[config.mk]
export PLATFORM = sky130hd
export DESIGN_NAME = capture_ctrl
export DESIGN_NICKNAME = d
export VERILOG_FILES = /design/src/rtl/capture_pkg.sv /design/src/rtl/capture_ctrl.sv
export SDC_FILE = /design/constraint.sdc
export NUM_CORES = 1
export LEC_CHECK = 0
export BUFFER_PORTS_ARGS = -buffer_cell sky130_fd_sc_hd__buf_2
export CAP_MARGIN = 0
export CORE_MARGIN = 5
export CORE_UTILIZATION = 25
export DETAILED_ROUTE_END_ITERATION = 8
export GPL_TIMING_DRIVEN = 0
export HOLD_SLACK_MARGIN = 0.05
export SYNTH_ARGS = -nofsm -noshare
export SYNTH_HDL_FRONTEND = slang
export SYNTH_SLANG_ARGS = --single-unit
[constraint.sdc]
create_clock -name clk -period 8 [get_ports clk]
set_input_delay 0.4 -clock clk [delete_from_list [all_inputs] [get_ports clk]]
set_output_delay 0.4 -clock clk [all_outputs]
set_load 0.01 [all_outputs]
[src/rtl/capture_pkg.sv]
// rtl/capture_pkg.sv - shared FSM state encoding and register map for capture_ctrl
package capture_pkg;

    typedef enum logic [1:0] {
        ST_IDLE  = 2'd0,
        ST_ARMED = 2'd1,
        ST_POST  = 2'd2,
        ST_DONE  = 2'd3
    } cap_state_e;

    localparam int CAP_ADDR_CTRL  = 0;
    localparam int CAP_ADDR_DELAY = 1;

    localparam int CTRL_ARM_BIT   = 0;
    localparam int CTRL_ABORT_BIT = 1;

endpackage

[src/rtl/capture_ctrl.sv]
// rtl/capture_ctrl.sv - triggered stream capture with post-trigger delay; CAPTURE_ABORT_EN enables CTRL.ABORT
module capture_ctrl
    import capture_pkg::*;
#(
    parameter int BDW = 32,
    parameter int BAW = 6,
    parameter int SDW = 32,
    parameter int CCW = 32
) (
    input  logic           clk,
    input  logic           rst,
    output logic           bus_wready,
    input  logic           bus_wvalid,
    input  logic [BAW-1:0] bus_waddr,
    input  logic [BDW-1:0] bus_wdata,
    output logic           sti_tready,
    input  logic           sti_tvalid,
    input  logic [1:0]     sti_tevent,
    input  logic [SDW-1:0] sti_tdata,
    input  logic           sto_tready,
    output logic           sto_tvalid,
    output logic [SDW-1:0] sto_tdata,
    output logic           sto_ttrig,
    output logic           sto_tlast,
    output logic [1:0]     sts_state
);

    cap_state_e     state_q, state_d;
    logic [CCW-1:0] cnt_q, cnt_d;
    logic [CCW-1:0] delay_q;
    logic           load, trig_d, last_d, in_xfer, fwd;
    logic           ctrl_wr, delay_wr, arm_wr;

    assign bus_wready = 1'b1;
    assign sts_state  = state_q;

    assign ctrl_wr  = bus_wvalid && bus_wready && (bus_waddr == BAW'(CAP_ADDR_CTRL));
    assign delay_wr = bus_wvalid && bus_wready && (bus_waddr == BAW'(CAP_ADDR_DELAY));
    assign arm_wr   = ctrl_wr && bus_wdata[CTRL_ARM_BIT];

`ifdef CAPTURE_ABORT_EN
    logic abort_wr;
    assign abort_wr = ctrl_wr && bus_wdata[CTRL_ABORT_BIT];
`endif

    // Event bit1 and the upper bus data bits carry nothing for this block.
    logic unused_bits;
    assign unused_bits = ^{sti_tevent[1], bus_wdata};

    always_ff @(posedge clk or negedge rst) begin
        if (!rst) begin
            state_q <= ST_IDLE;
            cnt_q   <= '0;
            delay_q <= '0;
        end else begin
            state_q <= state_d;
            cnt_q   <= cnt_d;
            if (delay_wr) begin
                delay_q <= bus_wdata[CCW-1:0];
            end
        end
    end

    always_comb begin
        state_d    = state_q;
        cnt_d      = cnt_q;
        load       = 1'b0;
        trig_d     = 1'b0;
        last_d     = 1'b0;
        fwd        = (state_q == ST_ARMED) || (state_q == ST_POST);
        sti_tready = fwd ? (!sto_tvalid || sto_tready) : 1'b1;
        in_xfer    = sti_tvalid && sti_tready;

        case (state_q)
            ST_IDLE: begin
                if (arm_wr) begin
                    state_d = ST_ARMED;
                    cnt_d   = delay_q;
                end
            end
            ST_ARMED: begin
                if (in_xfer) begin
                    load = 1'b1;
                    if (sti_tevent[0]) begin
                        trig_d = 1'b1;
                        if (cnt_q == '0) begin
                            last_d  = 1'b1;
                            state_d = ST_DONE;
                        end else begin
                            cnt_d   = cnt_q - CCW'(1);
                            state_d = ST_POST;
                        end
                    end
                end
            end
            ST_POST: begin
                if (in_xfer) begin
                    load = 1'b1;
                    if (cnt_q == '0) begin
                        last_d  = 1'b1;
                        state_d = ST_DONE;
                    end else begin
                        cnt_d = cnt_q - CCW'(1);
                    end
                end
            end
            ST_DONE: begin
                // Leave only once the tlast beat has gone downstream.
                if (!sto_tvalid || sto_tready) begin
                    state_d = ST_IDLE;
                end
            end
            default: state_d = ST_IDLE;
        endcase

`ifdef CAPTURE_ABORT_EN
        if (abort_wr) begin
            state_d = ST_IDLE;
        end
`endif
    end

    always_ff @(posedge clk or negedge rst) begin
        if (!rst) begin
            sto_tvalid <= 1'b0;
            sto_tdata  <= '0;
            sto_ttrig  <= 1'b0;
            sto_tlast  <= 1'b0;
        end else if (load) begin
            sto_tvalid <= 1'b1;
            sto_tdata  <= sti_tdata;
            sto_ttrig  <= trig_d;
            sto_tlast  <= last_d;
        end else if (sto_tready) begin
            sto_tvalid <= 1'b0;
            sto_ttrig  <= 1'b0;
            sto_tlast  <= 1'b0;
        end
    end

endmodule

==> impl_summary.txt, run 1 <==
----------------------------------------------------
[Floorplanning]
  Die area ... 23,850 um^2
  Vert. Die Dim ... 154.4 um
  Starting Density ... 25.61%
  I/O Pins ... 116
  Number of rows in the core area ... 52
  Die span in x ... 154.4 um
  Core Region ... 20,360 um^2

[Clock tree]
  Reg clk slew, reported paths ... 0.07 ns
  Deepest clock path buffer count ... 2
  CTS resizes ... 0
  Clock latency on the worst-skew pair ... 0.36 ns
  CTS sink count ... 101
  Clock tree from TritonCTS ... done
  Clock root buffer master ... clkbuf_16
  Depth of the CTS H-tree ... 3
  Num CTS Buffers ... 9

[Synthesis]
  Yosys synthesis warning count ... 0
  Area of the mapped netlist ... 5216 um^2
  EDFF count, synth ... 0
  Cell taking the most area after synthesis ... dfrtp_1
  Post-synth top flop ... dfrtp_1
  Cell variety after synth ... 56
  Main area contributors after synthesis ... dfrtp_1, nand2_1, mux2_2, nor2_1, a21oi_1
  Number of storage elements in the synthesis netlist ... 101
  Post-synthesis sequential area ratio ... 48.45%
  Synthesized net count ... 630
  Area share of the leading cell type in the synthesized netlist ... 48.45%
  Gate count of the mapped netlist ... 547
  Synthesized area divided by synthesized cell count ... 9.536 um^2
  Fraction of synthesis flops using an asynchronous set or reset pin ... 100.0%

[Global route]
  First-pass GRT wire length ... 25,570 um
  Pin count of the biggest net entering global routing ... 69
  Number of global-route vias before repair ... 4,728
  GR Util All Layers ... 13.21%
  Number of antenna violations at the first check in global routing ... 0
  Gr ovfl total ... 0

[STA]
  Final setup skew ... 0.008311 ns
  RSZ-0062 raised after global routing ... false
  Setup TNS after final layout ... 0 ns
  Final period utilization ... 40.33%
  Least-Margin Pin Slew ... 0.9797 ns
  Relative slew slack ... 34.08%
  Final count of hold timing violations ... 0
  FMAX ... 0.3099 GHz
  Final setup vio count ... 0
  Slew Viols, Final ... 0
  Tmin final ... 3.227 ns

[Layout]
  Total of fill cells in the finished design ... 2,142
  # diodes ... 0
  Total area of multi-input combinational cells ... 2486 um^2
  Post-synthesis to final-layout area growth ... 23.51%
  Most frequent standard cell in the layout excluding fill and tap cells ... buf_2
  Share of final-layout standard cells stronger than drive strength 1 ... 27.43%
  Nets ... 756
  Sequential cell area in the final layout ... 2527 um^2
  Leading cell types in the layout, fill and taps excluded ... buf_2, nand2_1, dfrtp_1

[Placement]
  Port bufs ... 113
  HPWL after detailed placement ... 11,430 um
  Final weighted congestion of routability-driven global placement ... 0.8836

[Hold path]
  Worst Hold Depth ... 3
  Min-delay worst type ... in -> reg
  Startpoint of the tightest hold check path ... sti_tdata[22]
  Worst hold endpoint ... sto_tdata[22]$_DFFE_PN0P_

[Critical path]
  Type of origin of the critical path ... register
  Register-to-register setup slack ... 4.77 ns
  Required @ worst endpoint ... 8.27 ns
  Crit path kind ... reg -> reg
  Endpoint arrival time on the critical path ... 3.50 ns
  Count of cells along the worst register-to-register path ... 10
  Capture point of the worst reg-to-reg path ... cnt_q[28]$_DFFE_PN0P_
  Crit-path max FO ... 10
  Type of destination of the critical path ... register
  Launching point of the worst reg2reg path ... sts_state[0]$_DFFE_PN0P_

[Detailed routing]
  WL per Instance ... 16.68 um
  DR vias/cell ... 4.976
  Number of remaining DRC errors ... 0
  DRT Wirelength ... 15,820 um
  Violation count after the first detailed-route iteration ... 446
  Routed vias ... 4,717
  DR pass1 iterations ... 5
  Count of nets left with antenna violations after detail routing ... 0

[Power and ir drop]
  Total power draw ... 2.715 mW
  LEAKAGE ... 3.002 nW
  Maximum vdd ir drop ... 217.1 uV
  Ratio of total power to cell area ... 421.4 nW/um^2

[Run status]
  Status ... finished, final reports clean

[Run]
  Max cap viols ... 0

----------------------------------------------------
[per-stage QoR]
stage | instances | util, % | cell area [um^2] | hold slack (ns) | setup slack (ns)
6_report | 948 | 31.64 | 6442 | 0.2308 | 4.773
5_1_grt | 948 | 31.64 | 6442 | 0.2200 | 4.563
4_1_cts | 948 | 31.64 | 6442 | 0.2180 | 4.856
3_5_place_dp | 931 | 30.20 | 6150 | 0.3853 | 4.876
3_3_place_gp | 930 | 30.05 | 6120 | 0.4560 | 4.876
2_1_floorplan | 547 | - | 5216 | 0.1044 | 5.293
[registers in the layout (all words and copies together), names as in the netlist]
| name | count |
|---|---|
| sto_ttrig | 1 |
| sto_tdata | 32 |
| cnt_q | 32 |
| sto_tlast | 1 |
| sto_tvalid | 1 |
| delay_q | 32 |
| sts_state | 2 |
[cell type report]
cell class / count / share of cell area (%)
buffer: 41 / 2.738
multi-input combinational: 398 / 38.59
tap: 270 / 5.244
clock buffer: 10 / 3.554
timing repair buffer: 115 / 9.400
sequential: 101 / 39.23
clock inverter: 6 / 0.8351
inverter: 7 / 0.4078
[worst max-delay path by stage]
| stage | startpoint | to | slack (ns) | cells past startpoint |
|---|---|---|---|---|
| 6_report | sts_state[0]$_DFFE_PN0P_ | cnt_q[28]$_DFFE_PN0P_ | 4.77 | 10 |
| 5_1_grt | cnt_q[3]$_DFFE_PN0P_ | cnt_q[29]$_DFFE_PN0P_ | 4.56 | 8 |
| 4_1_cts | cnt_q[10]$_DFFE_PN0P_ | cnt_q[28]$_DFFE_PN0P_ | 4.86 | 8 |
| 3_5_place_dp | cnt_q[10]$_DFFE_PN0P_ | cnt_q[28]$_DFFE_PN0P_ | 4.88 | 8 |
| 3_3_place_gp | cnt_q[10]$_DFFE_PN0P_ | cnt_q[28]$_DFFE_PN0P_ | 4.88 | 8 |
| 2_1_floorplan | cnt_q[6]$_DFFE_PN0P_ | cnt_q[14]$_DFFE_PN0P_ | 5.29 | 8 |
[metal layers]
metal  global-route usage, %  routed length, um  share of wire, %
met1                   17.75               7128                45
met5                       0                  0                 0
met4                   3.911                272               1.7
met2                   19.74               6859                43
met3                   5.113               1557               9.8
[power by group]
| part | switching (mW) | internal (mW) |
|---|---|---|
| registers | 0.169 | 0.713 |
| logic | 0.896 | 0.510 |
| clock network | 0.210 | 0.217 |
| total | 1.28 | 1.44 |
[Yosys cell counts (5+ instances only)]
master and number:
o31ai_1 9, or3_1 5, and3_1 6, ha_1 6, a41o_1 12, a211oi_2 11, or4_1 6, nand3_1 12
mux2_2 32, nor2_1 39, clkbuf_1 31, nand4_1 9, a21oi_1 28, dfrtp_1 101, nor3_1 19, nor4_1 15
a211oi_1 8, nand2_1 111, inv_1 7, o21ai_0 9
[cells by family after synthesis]
kind of cell | share of synthesized area [%]
multiplexers | 7.484
buffers and inverters | 3.886
adder cells (fa/ha/maj) | 1.439
other | 0.07189
flip-flops | 48.45
AND/OR/NAND/NOR | 22.04
AO/OA/AOI/OAI | 16.62
[worst max-delay path: stages, from the launching register on]
cell and delay (ns):
dfrtp_1 0.40, inv_1 0.12, ha_1 0.27, nor2b_1 0.14
a21oi_1 0.28, o221a_2 0.24, clkbuf_1 0.32, clkbuf_1 0.50
buf_1 0.51, a21oi_1 0.18, a211oi_2 0.18
[what timing repair did]
item | CTS | global route
hold buffers | 1 | 0
endpoints found under the hold margin | 33 | 0
setup buffers | 0 | 0
(Power assumes the default switching activity.)
==> run 2, diff against run 1 <==
clock period = 2.9 ns   (was 8 ns; I/O delays follow)
==> run 2 against run 1 <==
Compared with the run above: via count increased by 7.4%; non-clock buffer count increased by 73; die area is the same; final cell count is 7.7% higher; sequential share of layout area is 4.3 points lower; critical path type unchanged.
==> impl_summary.txt, run 2 (same netlist as run 1, synthesis figures left out) <==
----------------------------------------------------
[Floorplanning]
  Core Region ... 20,360 um^2 (unchanged)
  Die area ... 23,850 um^2 (unchanged)
  Die span in x ... 154.4 um (unchanged)
  Starting Density ... 25.61% (unchanged)
  Number of rows in the core area ... 52 (unchanged)
  Vert. Die Dim ... 154.4 um (unchanged)
  I/O Pins ... 116 (unchanged)

[Run status]
  Status ... finished, final reports clean

[Clock tree]
  Num CTS Buffers ... 9 (unchanged)
  Depth of the CTS H-tree ... 3 (unchanged)
  Deepest clock path buffer count ... 2 (unchanged)
  Clock latency on the worst-skew pair ... 0.35 ns (about the same)
  Reg clk slew, reported paths ... 0.07 ns (about the same)
  CTS sink count ... 101 (unchanged)
  Clock root buffer master ... clkbuf_16
  Clock tree from TritonCTS ... done

[Critical path]
  Slowest cell on crit path ... or4_4
  Required @ worst endpoint ... 3.17 ns (-5.10 ns)
  Type of destination of the critical path ... register
  Critical-path cell list ... or4_4, or4_4, buf_6, o41a_1, buf_4, a41o_1, a211oi_2
  Endpoint arrival time on the critical path ... 3.13 ns (-0.37 ns)
  Slowest cell delay on critical path ... 0.56 ns (+0.05 ns)
  Crit path kind ... reg -> reg
  Type of origin of the critical path ... register
  Cell occurring most often along the worst timing path ... or4_4
  Register-to-register setup slack ... 0.04 ns (-4.74 ns)
  Crit-path max FO ... 7 (-3)

[Layout]
  Total of fill cells in the finished design ... 2,078 (-3.0%)
  Most frequent standard cell in the layout excluding fill and tap cells ... buf_2
  Leading cell types in the layout, fill and taps excluded ... buf_2, nand2_1, dfrtp_1
  Post-synthesis to final-layout area growth ... 38.91%
  Nets ... 829 (+9.7%)
  # diodes ... 0 (unchanged)
  Share of final-layout standard cells stronger than drive strength 1 ... 29.16% (+1.7 points)
  Largest regs ... cnt_q x32, delay_q x32, sto_tdata x32

[Detailed routing]
  WL per Instance ... 16.41 um (-1.7%)
  Number of remaining DRC errors ... 0 (unchanged)
  DRT Wirelength ... 16,750 um (+5.9%)
  Violation count after the first detailed-route iteration ... 505 (+13%)
  DR vias/cell ... 4.964 (-0.24%)
  DR pass1 iterations ... 6 (+1)
  Count of nets left with antenna violations after detail routing ... 0 (unchanged)
  Routed vias ... 5,068 (+7.4%)

[Power and ir drop]
  Maximum vdd ir drop ... 605.7 uV (+180%)
  Ratio of total power to cell area ... 1088 nW/um^2 (+160%)
  Switching Fraction ... 46.42% (-0.54 points)
  Combinational group share of total power ... 53.6% (+1.8 points)
  LEAKAGE ... 3.358 nW (+12%)
  P_sw ... 3.659 mW (+190%)
  Internal power of the cells ... 4.223 mW (+190%)
  Clock network fraction of design power ... 15.0% (-0.7 points)
  Sequential group share of total power ... 31.3% (-1.2 points)

[STA]
  Least-Margin Pin Slew ... 0.8436 ns (-0.1361 ns)
  Final period utilization ... 98.74% (+58 points)
  Final setup skew ... 0.006986 ns (-0.001326 ns)
  Final WS setup ... 0.03665 ns (-4.737 ns)
  Final setup vio count ... 0 (unchanged)
  FMAX ... 0.3492 GHz (+13%)
  Worst hold-check slack ... 0.06691 ns (-0.1639 ns)
  Relative slew slack ... 43.32% (+9.2 points)
  RSZ-0062 raised after global routing ... true
  Slew Viols, Final ... 0 (unchanged)
  Final count of hold timing violations ... 0 (unchanged)
  Tmin final ... 2.863 ns (-0.3633 ns)

[Placement]
  Post-place setup slack ... -0.2236 ns (-5.100 ns)
  Final weighted congestion of routability-driven global placement ... 0.8836 (unchanged)
  Port bufs ... 113 (unchanged)
  HPWL after detailed placement ... 11,430 um (unchanged)

[Run]
  Max cap viols ... 0 (unchanged)

[Global route]
  Gr ovfl total ... 0 (unchanged)
  Pin count of the biggest net entering global routing ... 69 (unchanged)
  First-pass GRT wire length ... 27,380 um (+7.1%)
  GR Util All Layers ... 14.04% (+0.83 points)
  Number of antenna violations at the first check in global routing ... 0 (unchanged)
  Number of global-route vias before repair ... 5,207 (+10%)

[Hold path]
  Min-delay worst type ... in -> reg

----------------------------------------------------
[run 2: what timing repair did]
action | CTS | global route
hold endpoints to repair | 97 | 0
gates resized for setup | 13 | 22
pin swaps | 1 | 3
endpoints found under the setup margin | 29 | 29
hold buffers | 65 | 0
gates cloned | 0 | 1
setup buffers | 3 | 7
[run 2: final timing paths]
path | endpoint | cells past startpoint | from
max | cnt_q[30]$_DFFE_PN0P_ | 7 | cnt_q[4]$_DFFE_PN0P_
min | sto_ttrig$_DFFE_PN0P_ | 3 | sti_tevent[0]
max reg2reg | cnt_q[30]$_DFFE_PN0P_ | 7 | cnt_q[4]$_DFFE_PN0P_
min reg2reg | sto_tdata[9]$_DFFE_PN0P_ | 2 | sto_tdata[9]$_DFFE_PN0P_
max in group asynchronous | cnt_q[5]$_DFFE_PN0P_ | 3 | rst
min in group asynchronous | sto_tdata[24]$_DFFE_PN0P_ | 2 | rst
[run 2: worst max-delay path, delay by kind of cell (launching register included)]
family	cells	cell delay, ns
AND/OR/NAND/NOR	2	1.05
AO/OA/AOI/OAI	3	0.93
buffers and inverters	2	0.36
flip-flops	1	0.43
[run 2: power groups by stage]
stage                     combinational [mW]  sequential, mW  clock (mW)
after floorplan                         2.51            2.45           0
after global placement                  3.79            2.43           0
after detailed placement                3.84            2.43           0
after CTS                               4.00            2.44        1.22
after global routing                    4.60            2.54        1.28
final                                   4.23            2.47        1.19
[run 2: per-stage QoR]
step | std cells | TNS [ns] | utilization (%) | total power [mW] | instance area [um^2]
2_1_floorplan | 547 | 0 | - | 4.968 | 5216
3_3_place_gp | 930 | -2.927 | 30.05 | 6.221 | 6120
3_5_place_dp | 931 | -3.214 | 30.20 | 6.271 | 6150
4_1_cts | 1014 | 0 | 35.06 | 7.669 | 7139
5_1_grt | 1021 | -0.03806 | 35.58 | 8.420 | 7246
6_report | 1021 | 0 | 35.58 | 7.881 | 7246
[run 2: final cells by class]
type,count,area [um^2],area share (%)
Buffer,39,190.2,2.625
Tap cell,270,337.8,4.662
Multi-Input combinational cell,398,2550,35.19
Inverter,7,26.28,0.3626
Clock buffer,10,229.0,3.160
Clock inverter,6,53.80,0.7425
Sequential cell,101,2530,34.92
Timing Repair Buffer,190,1329,18.34
[run 2: routing by layer]
layer / wire length (um) / GRT usage [%] / vias up
li1: - / - / 2400
met1: 7533 / 18.68 / 2434
met2: 7615 / 21.92 / 216
met3: 1394 / 4.554 / 18
met4: 206 / 4.037 / 0
met5: 0 / 0 / -
